[src/rtl/bus_xcvr_pkg.sv]
// Shared types and constants for the octal bus transceiver sequencer.
// Contents: FSM state encoding, transceiver DIR encodings, counter width.
// No logic; imported by bus_xcvr_ctrl and rr_arbiter2.
package bus_xcvr_pkg;

  typedef enum logic [1:0] {
    IDLE   = 2'd0,
    TURN   = 2'd1,
    ACCESS = 2'd2,
    DONE   = 2'd3
  } state_t;

  // Transceiver DIR pin encodings.
  localparam logic DIR_A2B = 1'b1;  // write: A side drives B
  localparam logic DIR_B2A = 1'b0;  // read:  B side drives A

  // State counters are reloaded on every state entry; 4 bits covers WAIT_CYC<=15.
  localparam int CNT_W = 4;

endpackage

[src/rtl/bus_xcvr_ctrl_rr_arbiter2.sv]
// Two-input grant logic with last-grant pointer (combinational, zero latency).
// Ports: req0/req1 requests, last_sel = master granted last; gnt_vld/gnt_sel grant.
// No backpressure; optional macro BUS_XCVR_FIXED_PRIO_EN makes master 0 always win.
module rr_arbiter2 import bus_xcvr_pkg::*; (
  input  logic req0,
  input  logic req1,
  input  logic last_sel,
  output logic gnt_vld,
  output logic gnt_sel
);

  always_comb begin
    gnt_vld = req0 | req1;
`ifdef BUS_XCVR_FIXED_PRIO_EN
    // Master 0 wins every tie; master 1 can starve.
    gnt_sel = ~req0;
`else
    // On a tie, hand the bus to the master that did not have it last.
    if (req0 && req1) begin
      gnt_sel = ~last_sel;
    end else begin
      gnt_sel = req1;
    end
`endif
  end

`ifdef BUS_XCVR_FIXED_PRIO_EN
  logic unused_last_sel;
  assign unused_last_sel = last_sel;
`endif

endmodule

[src/rtl/bus_xcvr_ctrl.sv]
// Bus-cycle sequencer for an octal transceiver shared by two masters.
// Latency: req seen in IDLE at N -> OE high N+1(+TURN_CYC)..; ack one cycle after the last OE cycle.
// Backpressure: masters hold req until their one-cycle ack; the non-owner simply waits.
// Ports: m0_*/m1_* requester interfaces; bus_sel/bus_dir/bus_oe/bus_dout/bus_din transceiver side.
// Optional macro BUS_XCVR_FIXED_PRIO_EN (in rr_arbiter2): fixed m0 priority instead of round-robin.
module bus_xcvr_ctrl import bus_xcvr_pkg::*; #(
  parameter int DW       = 8,
  parameter int WAIT_CYC = 2,
  parameter int TURN_CYC = 1
) (
  input  logic          clk,
  input  logic          rst_n,
  input  logic          m0_req,
  input  logic          m0_we,
  input  logic [DW-1:0] m0_wdata,
  output logic [DW-1:0] m0_rdata,
  output logic          m0_ack,
  input  logic          m1_req,
  input  logic          m1_we,
  input  logic [DW-1:0] m1_wdata,
  output logic [DW-1:0] m1_rdata,
  output logic          m1_ack,
  output logic          bus_sel,
  output logic          bus_dir,
  output logic          bus_oe,
  output logic [DW-1:0] bus_dout,
  input  logic [DW-1:0] bus_din
);

  // Counters hold "cycles remaining minus one" so the last cycle is cnt==0.
  localparam logic [CNT_W-1:0] WAIT_LD = CNT_W'(WAIT_CYC - 1);
  localparam logic [CNT_W-1:0] TURN_LD = CNT_W'((TURN_CYC > 0) ? TURN_CYC - 1 : 0);

  state_t           state;
  logic [CNT_W-1:0] cnt;
  logic             we_q;
  logic [DW-1:0]    wdata_q;
  logic             last_dir;
  logic             rr_last;

  logic             gnt_vld;
  logic             gnt_sel;
  logic             gnt_we;
  logic [DW-1:0]    gnt_wdata;

  rr_arbiter2 u_arb (
    .req0     (m0_req),
    .req1     (m1_req),
    .last_sel (rr_last),
    .gnt_vld  (gnt_vld),
    .gnt_sel  (gnt_sel)
  );

  assign gnt_we    = gnt_sel ? m1_we    : m0_we;
  assign gnt_wdata = gnt_sel ? m1_wdata : m0_wdata;

  always_ff @(posedge clk or negedge rst_n) begin
    if (!rst_n) begin
      state    <= IDLE;
      cnt      <= '0;
      we_q     <= 1'b0;
      wdata_q  <= '0;
      last_dir <= DIR_B2A;
      rr_last  <= 1'b1;  // "last granted m1" so the first tie goes to m0
      bus_sel  <= 1'b0;
      bus_dir  <= DIR_B2A;
      bus_oe   <= 1'b0;
      bus_dout <= '0;
      m0_ack   <= 1'b0;
      m1_ack   <= 1'b0;
      m0_rdata <= '0;
      m1_rdata <= '0;
    end else begin
      case (state)
        IDLE: begin
          if (gnt_vld) begin
            bus_sel <= gnt_sel;
            we_q    <= gnt_we;
            wdata_q <= gnt_wdata;
            // DIR moves here, while OE is still low; TURN then holds OE low.
            bus_dir <= gnt_we;
            if ((gnt_we != last_dir) && (TURN_CYC > 0)) begin
              state <= TURN;
              cnt   <= TURN_LD;
            end else begin
              state    <= ACCESS;
              cnt      <= WAIT_LD;
              bus_oe   <= 1'b1;
              bus_dout <= (gnt_we == DIR_A2B) ? gnt_wdata : '0;
            end
          end
        end
        TURN: begin
          if (cnt == '0) begin
            state    <= ACCESS;
            cnt      <= WAIT_LD;
            bus_oe   <= 1'b1;
            bus_dout <= (we_q == DIR_A2B) ? wdata_q : '0;
          end else begin
            cnt <= cnt - 1'b1;
          end
        end
        ACCESS: begin
          if (cnt == '0) begin
            state    <= DONE;
            bus_oe   <= 1'b0;
            bus_dout <= '0;
            if (bus_sel) m1_ack <= 1'b1;
            else         m0_ack <= 1'b1;
            // Read data is taken on the final OE cycle, when the B side has settled.
            if (!we_q) begin
              if (bus_sel) m1_rdata <= bus_din;
              else         m0_rdata <= bus_din;
            end
          end else begin
            cnt <= cnt - 1'b1;
          end
        end
        DONE: begin
          m0_ack   <= 1'b0;
          m1_ack   <= 1'b0;
          last_dir <= we_q;
          rr_last  <= bus_sel;
          state    <= IDLE;
        end
        default: state <= IDLE;
      endcase
    end
  end

endmodule

[config.mk]
export PLATFORM = sky130hd
export DESIGN_NAME = bus_xcvr_ctrl
export DESIGN_NICKNAME = d
export VERILOG_FILES = /design/src/rtl/bus_xcvr_pkg.sv /design/src/rtl/bus_xcvr_ctrl_rr_arbiter2.sv /design/src/rtl/bus_xcvr_ctrl.sv
export SDC_FILE = /design/constraint.sdc
export NUM_CORES = 1
export LEC_CHECK = 0
export BUFFER_PORTS_ARGS = -buffer_cell sky130_fd_sc_hd__buf_4
export CORE_UTILIZATION = 50
export DETAILED_ROUTE_END_ITERATION = 8
export PLACE_DENSITY = 0.73
export SETUP_SLACK_MARGIN = 0.05
export SLEW_MARGIN = 25
export SYNTH_ARGS = -nofsm -noshare
export SYNTH_HDL_FRONTEND = slang
export SYNTH_SLANG_ARGS = --single-unit
[constraint.sdc]
create_clock -name clk -period 3.9 [get_ports clk]
set_clock_uncertainty 0.2 [all_clocks]
set_input_delay 1.17 -clock clk [delete_from_list [all_inputs] [get_ports clk]]
set_output_delay 1.17 -clock clk [all_outputs]
set_load 0.01 [all_outputs]
==> results by group <==
Layout
  • Multi-input combinational cell area: 1100 sq um
  • N_diodes: 0
  • Commonest non-fill, non-tap cell in the layout: buf_4
  • Filler cells: 393
  • Layout cell share with drive strength beyond 1: 0.393
  • Commonest cells after routing, fill and taps aside: buf_4 (59), dfrtp_1 (44), mux2_2 (27)
  • P&R area growth vs syn: 25.1%
  • Reg area: 1130 sq um
  • Final #Nets: 302

Detailed routing
  • Total number of vias: 1768
  • Routed WL: 4710 microns
  • DR iter-0 viols: 110
  • DRT Pass-1 Iters: 4
  • Routed WL per cell: 14.8 microns
  • # DRC: 0
  • Vias per inst: 5.54
  • Antenna viol nets, final: 0

Clock network
  • CTS H-Tree Depth: 2
  • CTS tree: built
  • Clock sink total: 45
  • Clk_lat worst skew: 0.29 ns
  • Postcts setup bufs: 0
  • Number of gates resized after cts: 0
  • Clk root buf: clkbuf_8
  • Worst-path clk slew: 0.09 ns
  • Post-CTS Hold Buffers: 0
  • Clock buffer count from CTS: 5
  • Max clock buf depth: 2

Power
  • VDD IR-drop max: 0.535 mV
  • Pleak: 1.38 nW
  • Pwr Density: 832 nW/um^2

Logic synthesis
  • Seq cells post-synth: 45
  • Register area share after synthesis: 0.491
  • Share of the synthesized area in the top cell type: 0.479
  • Area contributors post-synth: dfrtp_1 (48%), mux2_2 (13%), o21ai_0 (5.0%)
  • Syn Nets: 247
  • Synth cell types: 35
  • Ys Warns: 0
  • Mapped Cells: 211
  • Area leader, netlist: dfrtp_1
  • Syn Area/Cell: 10.9 sq um
  • Mapped Area: 2300 sq um

GRT
  • Largest net degree at the start of global routing: 46
  • Initial antenna violation count: 0
  • Vias in the first global route: 1700
  • First-pass GRT wire length: 8000 microns
  • Total track usage: 0.210
  • GRT Residual Overflow: 0

Setup path
  • Startpoint types: input port
  • CP Class: input port to flop
  • CP cell instances: buf_4 > a21boi_4 > a221oi_2 > nor3_4 > mux2_2
  • Worst path slowest cell: a21boi_4
  • Crit path DAT: 2.77 ns
  • Worst endpoint required time: 3.88 ns
  • CP Max Fanout: 19
  • Worst Path Buf+Inv: 1
  • Slowest stage delay, CP: 0.50 ns
  • Critical Path Sink Type: flop
  • CP top delay family: compound AO/OA/AOI/OAI gates

Floorplan
  • Core area: 4380 sq um
  • Width of the chip: 69.8 microns
  • Die area: 4870 sq um
  • Cell row count: 24
  • Initial Utilization: 0.524
  • Die Ht: 69.8 microns
  • Ports: 59

Placement
  • RePlAce Congestion: 0.788
  • PortBufs: 58
  • Detail Placement HPWL: 3430 microns

Timing
  • Max Freq: 0.359 GHz
  • Max-slew violations: 0
  • Setup tns final: 0 ns
  • Final Hold Viols: 0
  • Worst-margin pin slew: 0.588 ns
  • Final setup vio count: 0
  • Hold WS: 0.288 ns
  • Minimum clock period: 2.79 ns
  • RSZ-0062 raised after global routing: false
  • Crit share post-route: 0.715
  • Max_slew headroom: 0.607

Run status
  • Outcome: finished, final reports clean

Min path
  • Hold WC Path Type: flop to flop

Run
  • # Max-Cap Violations: 0
==> worst paths after layout <==
check                      cells after the start              startpoint  slack (ns)                      end
hold / removal                                 2  wdata_q[7]$_DFFE_PN0P_        0.29   wdata_q[7]$_DFFE_PN0P_
setup / recovery                               5                  m0_req        1.11  bus_dout[0]$_DFFE_PN0P_
max in group asynchronous                      1                   rst_n        2.46      rr_last$_DFFE_PN1P_
min in group asynchronous                      1                   rst_n        0.66       m0_ack$_DFFE_PN0P_
hold reg to reg                                2  wdata_q[7]$_DFFE_PN0P_        0.29   wdata_q[7]$_DFFE_PN0P_
setup reg to reg                               6      cnt[0]$_DFFE_PN0P_        1.50  bus_dout[0]$_DFFE_PN0P_
==> per-layer routing <==
layer	vias up	global-route usage	routed length, microns
met2	57	0.329	2170
met3	5	0.0392	243
met4	0	0.0800	57
met5	-	0	0
met1	845	0.288	2240
li1	861	-	-
==> metrics by stage <==
step | utilization | worst slack [ns] | total power [W] | instance area (sq um) | instances
after floorplan | - | 1.22 | 0.00164 | 2300 | 211
after global placement | 0.629 | 0.830 | 0.00201 | 2760 | 311
after detailed placement | 0.629 | 0.797 | 0.00205 | 2760 | 311
after CTS | 0.656 | 1.11 | 0.00241 | 2870 | 319
after global routing | 0.656 | 1.00 | 0.00258 | 2870 | 319
final | 0.656 | 1.11 | 0.00239 | 2870 | 319
==> synth_stat cells <==
master	n
inv_1	7
xnor2_1	2
o21ai_0	23
dfrtp_1	44
a22o_1	1
buf_4	1
mux2_2	27
a31oi_1	9
o31ai_1	1
ha_1	6
o31ai_2	1
or3b_2	1
a21boi_4	1
nor2_1	8
dfstp_2	1
o21ai_1	1
nand2_1	25
a31o_2	1
nor3b_1	1
clkbuf_2	1
nand2b_1	2
a21o_1	1
clkbuf_1	8
or2_2	1
a21oi_1	6
nor3_4	2
o22ai_1	1
nand3_1	1
nor3_1	2
nor3b_2	1
a221oi_2	2
mux2i_1	11
and3_1	9
buf_1	1
o2bb2ai_1	1
==> cell type report <==
| cell class | count | share of cell area |
|---|---|---|
| Clock buffer | 5 | 0.0239 |
| Clock inverter | 3 | 0.0161 |
| Inverter | 7 | 0.00914 |
| Multi-Input combinational cell | 148 | 0.382 |
| Sequential cell | 45 | 0.392 |
| Tap cell | 52 | 0.0226 |
| Timing Repair Buffer | 59 | 0.154 |
==> kinds of logic after synthesis <==
logic type,Yosys count,synth area share
compound gates,49,0.137
xor+xnor,2,0.00763
fa+ha+maj,6,0.0327
buf+inv,18,0.0316
flops,45,0.491
mux,38,0.180
simple gates,53,0.120
==> tightest hold or removal path, delay by kind of cell (launching register included) <==
family | cells | cell delay (ns)
compound gates | 1 | 0.06
flops | 1 | 0.36
simple gates | 1 | 0.04
==> sequential cells by signal (all words and copies together) (netlist names) <==
name,flops
bus_dout,8
bus_oe,1
bus_sel,1
cnt,4
last_dir,1
m0_ack,1
m0_rdata,8
m1_ack,1
m1_rdata,8
rr_last,1
state,2
wdata_q,8
we_q,1
==> where the power goes <==
group / internal [W] / total, W / leakage [nW] / switching (W)
clock network: 0.000192 / 0.000360 / 0.0543 / 0.000168
registers: 0.000689 / 0.000847 / 0.552 / 0.000158
logic: 0.000592 / 0.00118 / 0.769 / 0.000592
(Power assumes the default switching activity.)
